$ cat src/rtl/key_pkg.sv
// -----------------------------------------------------------------------------
// key_pkg
//   Shared types and constants for the key press classifier.
//   - DEF_*_CNT      : default timing constants (50 MHz system clock)
//   - KEY_IDLE_LEVEL : level of the active-low key when not pressed
//   - key_state_e    : classifier FSM state encoding
//   - key_dbg_t      : debug view of the FSM exported by the top level
//   - term_of()      : terminal count for a "count N cycles" counter
// -----------------------------------------------------------------------------
package key_pkg;

  // 20 ms debounce, 1 s long-press threshold, 200 ms auto-repeat at 50 MHz.
  localparam logic [31:0] DEF_DEBOUNCE_CNT = 32'd1_000_000;
  localparam logic [31:0] DEF_LONG_CNT     = 32'd50_000_000;
  localparam logic [31:0] DEF_REPEAT_CNT   = 32'd10_000_000;

  // The key is active low, so "released" is a 1.
  localparam logic KEY_IDLE_LEVEL = 1'b1;

  typedef enum logic [2:0] {
    ST_IDLE        = 3'd0,
    ST_DEB_PRESS   = 3'd1,
    ST_PRESSED     = 3'd2,
    ST_LONG_HELD   = 3'd3,
    ST_DEB_RELEASE = 3'd4
  } key_state_e;

  // Debug view: current state, whether the present press already went long,
  // and whether the timing parameters are in their legal range (all >= 1).
  typedef struct packed {
    key_state_e state;
    logic       long_flag;
    logic       cfg_ok;
  } key_dbg_t;

  // A counter that starts at 0 and must span cnt cycles fires at cnt-1.
  // A zero count is illegal; clamp it so the compare value stays sane.
  function automatic logic [31:0] term_of(input logic [31:0] cnt);
    return (cnt == 32'd0) ? 32'd0 : cnt - 32'd1;
  endfunction

endpackage

$ cat src/rtl/key_sync.sv
// -----------------------------------------------------------------------------
// key_sync
//   Two-flop synchronizer for the raw, asynchronous, active-low key input.
//   Both flops reset to the released level so no phantom press is seen while
//   or right after reset is asserted.
// Ports:
//   clk - system clock, rising edge
//   rst - asynchronous active-high reset
//   d   - raw asynchronous key level
//   q   - synchronized key level, two clk cycles behind d
// -----------------------------------------------------------------------------
module key_sync
  import key_pkg::*;
(
  input  logic clk,
  input  logic rst,
  input  logic d,
  output logic q
);

  logic meta;

  always_ff @(posedge clk or posedge rst) begin
    if (rst) begin
      meta <= KEY_IDLE_LEVEL;
      q    <= KEY_IDLE_LEVEL;
    end else begin
      meta <= d;
      q    <= meta;
    end
  end

endmodule

$ cat src/rtl/key_press_classifier.sv
// -----------------------------------------------------------------------------
// key_press_classifier
//   Debounces an active-low push button and classifies each press as short or
//   long, with optional auto-repeat while a long press is held.
//
//   Optional feature macro: KEY_REPEAT_EN
//     defined   -> repeat_pulse fires every REPEAT_CNT cycles in LONG_HELD
//     undefined -> repeat counter absent, repeat_pulse tied low
//
// Parameters:
//   DEBOUNCE_CNT - stable cycles needed to accept a level change (>= 1)
//   LONG_CNT     - cycles held after an accepted press until "long" (>= 1)
//   REPEAT_CNT   - auto-repeat interval in cycles (>= 1)
// Ports:
//   clk           - system clock, rising edge
//   rst           - asynchronous active-high reset
//   button_in     - raw key, active low, asynchronous to clk
//   button_out    - debounced key level, active low
//   press_pulse   - 1-cycle strobe on accepted press
//   release_pulse - 1-cycle strobe on accepted release
//   short_press   - 1-cycle strobe on release of a press that never went long
//   long_press    - 1-cycle strobe when the hold time reaches LONG_CNT
//   repeat_pulse  - 1-cycle strobe per REPEAT_CNT cycles while long-held
//   dbg           - FSM state, long flag and parameter sanity bit
//
// Every pulse output is a registered strobe: high for exactly one cycle, with
// no handshake; a consumer must sample it on every clock edge. All outputs are
// flops, so none of them glitches.
// -----------------------------------------------------------------------------
module key_press_classifier
  import key_pkg::*;
#(
  parameter logic [31:0] DEBOUNCE_CNT = DEF_DEBOUNCE_CNT,
  parameter logic [31:0] LONG_CNT     = DEF_LONG_CNT,
  parameter logic [31:0] REPEAT_CNT   = DEF_REPEAT_CNT
) (
  input  logic     clk,
  input  logic     rst,
  input  logic     button_in,
  output logic     button_out,
  output logic     press_pulse,
  output logic     release_pulse,
  output logic     short_press,
  output logic     long_press,
  output logic     repeat_pulse,
  output key_dbg_t dbg
);

  localparam logic [31:0] DEB_TERM  = term_of(DEBOUNCE_CNT);
  localparam logic [31:0] LONG_TERM = term_of(LONG_CNT);
  localparam logic        CFG_OK    = (DEBOUNCE_CNT != 32'd0) &&
                                      (LONG_CNT     != 32'd0) &&
                                      (REPEAT_CNT   != 32'd0);

  // Synchronized key level (1 = released).
  logic btn_s;

  key_sync u_sync (
    .clk (clk),
    .rst (rst),
    .d   (button_in),
    .q   (btn_s)
  );

  key_state_e  state;
  logic [31:0] deb_cnt;    // shared by press and release debounce
  logic [31:0] hold_cnt;   // time in PRESSED, frozen across a release bounce
  logic        long_flag;  // this press already declared long

`ifdef KEY_REPEAT_EN
  localparam logic [31:0] REP_TERM = term_of(REPEAT_CNT);
  logic [31:0] rep_cnt;    // time since entering LONG_HELD or last repeat
`endif

  always_ff @(posedge clk or posedge rst) begin
    if (rst) begin
      state         <= ST_IDLE;
      deb_cnt       <= 32'd0;
      hold_cnt      <= 32'd0;
      long_flag     <= 1'b0;
      button_out    <= KEY_IDLE_LEVEL;
      press_pulse   <= 1'b0;
      release_pulse <= 1'b0;
      short_press   <= 1'b0;
      long_press    <= 1'b0;
`ifdef KEY_REPEAT_EN
      rep_cnt       <= 32'd0;
      repeat_pulse  <= 1'b0;
`endif
    end else begin
      // Strobes default low; the branch that fires one sets it for one cycle.
      press_pulse   <= 1'b0;
      release_pulse <= 1'b0;
      short_press   <= 1'b0;
      long_press    <= 1'b0;
`ifdef KEY_REPEAT_EN
      repeat_pulse  <= 1'b0;
`endif

      case (state)
        ST_IDLE: begin
          if (!btn_s) begin
            state   <= ST_DEB_PRESS;
            deb_cnt <= 32'd0;
          end
        end

        ST_DEB_PRESS: begin
          if (btn_s) begin
            // Low glitch shorter than the debounce window: discard silently.
            state <= ST_IDLE;
          end else if (deb_cnt == DEB_TERM) begin
            state       <= ST_PRESSED;
            press_pulse <= 1'b1;
            button_out  <= 1'b0;
            hold_cnt    <= 32'd0;
            long_flag   <= 1'b0;
          end else begin
            deb_cnt <= deb_cnt + 32'd1;
          end
        end

        ST_PRESSED: begin
          // A release seen in the same cycle as the long terminal count wins,
          // so a press released right at the threshold still counts as short.
          if (btn_s) begin
            state   <= ST_DEB_RELEASE;
            deb_cnt <= 32'd0;
          end else if (hold_cnt == LONG_TERM) begin
            state      <= ST_LONG_HELD;
            long_press <= 1'b1;
            long_flag  <= 1'b1;
`ifdef KEY_REPEAT_EN
            rep_cnt    <= 32'd0;
`endif
          end else begin
            hold_cnt <= hold_cnt + 32'd1;
          end
        end

        ST_LONG_HELD: begin
          if (btn_s) begin
            state   <= ST_DEB_RELEASE;
            deb_cnt <= 32'd0;
          end
`ifdef KEY_REPEAT_EN
          else if (rep_cnt == REP_TERM) begin
            repeat_pulse <= 1'b1;
            rep_cnt      <= 32'd0;
          end else begin
            rep_cnt <= rep_cnt + 32'd1;
          end
`endif
        end

        ST_DEB_RELEASE: begin
          // hold_cnt / rep_cnt are untouched here so a high bounce resumes
          // the hold timing where it left off.
          if (!btn_s) begin
            state <= long_flag ? ST_LONG_HELD : ST_PRESSED;
          end else if (deb_cnt == DEB_TERM) begin
            state         <= ST_IDLE;
            button_out    <= KEY_IDLE_LEVEL;
            release_pulse <= 1'b1;
            short_press   <= ~long_flag;
          end else begin
            deb_cnt <= deb_cnt + 32'd1;
          end
        end

        default: begin
          // Unused encodings recover to a released, idle key.
          state      <= ST_IDLE;
          deb_cnt    <= 32'd0;
          button_out <= KEY_IDLE_LEVEL;
        end
      endcase
    end
  end

`ifndef KEY_REPEAT_EN
  assign repeat_pulse = 1'b0;
`endif

  assign dbg = '{state: state, long_flag: long_flag, cfg_ok: CFG_OK};

endmodule

$ cat config.mk
export PLATFORM = sky130hd
export DESIGN_NAME = key_press_classifier
export DESIGN_NICKNAME = d
export VERILOG_FILES = /design/src/rtl/key_pkg.sv /design/src/rtl/key_sync.sv /design/src/rtl/key_press_classifier.sv
export SDC_FILE = /design/constraint.sdc
export NUM_CORES = 1
export LEC_CHECK = 0
export CAP_MARGIN = 10
export CORE_MARGIN = 2
export CORE_UTILIZATION = 51
export CTS_CLUSTER_SIZE = 30
export DETAILED_ROUTE_END_ITERATION = 10
export PLACE_DENSITY = 0.68
export SYNTH_ARGS = -nofsm -noshare
export SYNTH_HDL_FRONTEND = slang
export SYNTH_SLANG_ARGS = --single-unit
$ cat constraint.sdc
create_clock -name clk -period 5.7 [get_ports clk]
set_input_delay 0.57 -clock clk [delete_from_list [all_inputs] [get_ports clk]]
set_output_delay 0.57 -clock clk [all_outputs]
set_load 0.05 [all_outputs]
==> summary.txt <==
Outcome
  – Status: completed

Worst setup path
  – Critical Path RT: 5.97 ns
  – Crit Path Max Fanout: 9
  – Crit start category: register
  – Setup crit end kind: register
  – Critical path type: register to register
  – Arr. time, crit path: 3.14 ns

Synthesis
  – Register area share after synthesis: 45.63%
  – Synth Register Bits: 75
  – Synth Area per Inst: 8.551 um2
  – Post-synth top flop: dfrtp_1
  – Mapped Area: 4121 um2
  – Syn_nets: 487
  – Synth warn: 0
  – Post-synth EDFFs: 0
  – Yosys cell types: 54
  – Synth area leader: dfrtp_1
  – Cells after Synth: 482
  – Share of the synthesized area in the top cell type: 43.72%
  – Commonest cells in the netlist: dfrtp_1, o21ai_0, nand2_1
  – Most common cell in the netlist: dfrtp_1
  – Post-synthesis async set-or-reset flop share: 100.0%
  – Area contributors post-synth: dfrtp_1, o21ai_0, nand2_1

STA
  – Setup_tns: 0 ns
  – Slew Viols, Final: 0
  – Final min period: 2.865 ns
  – PnR worst setup slack: 2.835 ns
  – Worst rel slew slack: 25.11%
  – RSZ-0062 raised after global routing: false
  – Clock skew: 0.01473 ns
  – Slew @ Worst Pin: 1.118 ns
  – Setup violators final: 0
  – Final Hold Viols: 0
  – Final period util: 50.26%
  – FMAX: 349.1 MHz

GRT
  – Tot GR Track Use: 24.66%
  – Largest net degree at the start of global routing: 76
  – Initial antenna violation count: 0
  – First-pass GRT wire length: 17,200 um
  – Vias in the first global route: 3,364
  – Grt total ovfl: 0

Drt
  – Iter 0 DRT Violations: 309
  – DRT Wirelength: 10,020 um
  – DR vias/cell: 6.503
  – Wirelength per Cell: 16.92 um
  – Vias post-DR: 3,850
  – # DRC: 0
  – DRT antenna net count: 0
  – DRT Pass-1 Iters: 5

Cells and area
  – Fill cells: 697
  – Share of cells above drive strength 1: 6.735%
  – Non-Filler Cell Area, Final: 4533 um2
  – Final layout net count: 490
  – End-of-flow core utilization: 58.36%
  – Syn-to-layout area delta: 9.988%
  – # diodes: 0

Placement
  – Routability congestion estimate: 0.8166
  – Post-place setup slack: 2.877 ns
  – Final HPWL DP: 6778 um
  – Area after DPL: 4308 um2
  – Quantity of I/O buffers inserted on ports: 11

Pwr
  – Pwr/cell area: 228.9 nW/um2
  – Sw Share: 22.55%
  – Combinational share of power: 4.1%
  – Power Internal: 0.8037 mW
  – Total power: 1.038 mW
  – P_leak: 1.713 nW
  – Clock Power Share: 43.8%
  – Sequential Power Share: 52.1%
  – Worst vdd ir: 0.1317 mV
  – Net switching power: 0.2340 mW

Clocking
  – Post CTS Setup Buffer Count: 0
  – CTS tree: built
  – Cts hold-fix bufs: 0
  – # H-tree levels: 3
  – CTS root buf: clkbuf_8
  – Clk_lat worst skew: 0.36 ns
  – Clock sinks: 75
  – Cts repair resizes: 0
  – CTS Buffer Depth: 2
  – Total CTS buffers: 9
  – Clk pin slew, worst setup/hold paths: 0.08 ns

Floorplan
  – Starting Density: 53.06%
  – Die area: 8816 um2
  – DIE WIDTH: 93.90 um
  – Die H: 93.90 um
  – # rows: 32
  – Core area: 7767 um2
  – Top-Level Pins: 14

Flow run
  – Max Cap Viol: 0

Min path
  – Worst hold path type: register to register
## final timing paths
path	slack [ns]	depth (start not counted)	endpoint	from
setup / recovery	2.84	7	deb_cnt[26]$_DFFE_PP0P_	deb_cnt[0]$_DFFE_PP0P_
hold / removal	0.36	0	u_sync.q$_DFF_PP1_	u_sync.meta$_DFF_PP1_
setup reg to reg	2.84	7	deb_cnt[26]$_DFFE_PP0P_	deb_cnt[0]$_DFFE_PP0P_
hold reg to reg	0.36	0	u_sync.q$_DFF_PP1_	u_sync.meta$_DFF_PP1_
max in group asynchronous	4.25	3	hold_cnt[28]$_DFFE_PP0P_	rst
min in group asynchronous	0.80	3	deb_cnt[3]$_DFFE_PP0P_	rst
## cell usage in the layout, fill, tap and decap left out, types with 3 or more instances in the layout
master           count
or4_1               11
nand2_1             48
clkbuf_8            10
clkdlybuf4s50_1     11
nor2b_1              6
nor2_1              36
a31oi_1             23
nand3_1             27
a21oi_1             25
dfrtp_1             72
o22a_1               3
nor4b_1              4
and3_1               9
o31ai_1             19
buf_4                5
nor4_1              12
inv_1                7
o21ai_1              8
o21ai_0             57
or3_1                7
dfstp_2              3
and2_1               7
and4_1               3
o22ai_1              3
nand4_1             16
nor3_1              14
## metrics by stage
step | std cells | hold WS, ns
CTS | 592 | 0.3578
detailed placement | 576 | 0.3534
global route | 592 | 0.3575
global placement | 576 | 0.3457
floorplan | 482 | 0.3452
finish | 592 | 0.3590
## area by class of cell
| class | instances | area, um2 | area share, % |
|---|---|---|---|
| clock buffers | 11 | 141.4 | 3.119 |
| clock inverters | 5 | 77.57 | 1.711 |
| inverters | 9 | 33.78 | 0.7452 |
| multi-input cells | 374 | 2125 | 46.87 |
| flip-flops and latches | 75 | 1881 | 41.48 |
| well taps | 102 | 127.6 | 2.815 |
| repair buffers | 16 | 147.6 | 3.257 |
## cell families (layout without fill, tap and decap cells)
kind of cell | count (synthesis) | after routing | synth area share [%]
compound gates | 154 | 154 | 22.28
xor+xnor | 2 | 2 | 0.4251
fa+ha+maj | 2 | 2 | 0.6071
buf+inv | 33 | 41 | 3.400
flops | 75 | 75 | 45.63
other cells | 2 | 2 | 0.1822
simple gates | 214 | 214 | 27.47
## layer usage
| layer | GRT usage [%] | wire length, um | share of wire (%) | vias to the layer above |
|---|---|---|---|---|
| li1 | - | - | - | 1834 |
| met3 | 4.334 | 607 | 6.1 | 14 |
| met1 | 39.97 | 5068 | 51 | 1856 |
| met2 | 32.74 | 4202 | 42 | 146 |
| met5 | 0 | 0 | 0 | - |
| met4 | 8.333 | 137 | 1.4 | 0 |
## critical path, cell delays in order (launching register included)
cell,delay [ns]
dfrtp_1,0.40
ha_1,0.22
nand3_1,0.12
or4_1,0.62
nor3_2,0.36
nand4_1,0.34
or4_1,0.56
a21oi_1,0.17
## power groups by stage
stage	clock, mW	sequential, mW	combinational, mW
after detailed placement	0	0.551	0.0431
after global placement	0	0.551	0.0424
after global routing	0.485	0.541	0.0480
after CTS	0.462	0.541	0.0432
after floorplan	0	0.550	0.0322
final	0.455	0.541	0.0422
## state kept, by name, summed over array words and instances (netlist names)
signal	count
deb_cnt	32
press_pulse	1
short_press	1
hold_cnt	32
long_press	1
u_sync.q	1
long_flag	1
u_sync.meta	1
button_out	1
state	3
release_pulse	1
No activity file was read; power rests on OpenSTA's default activity.
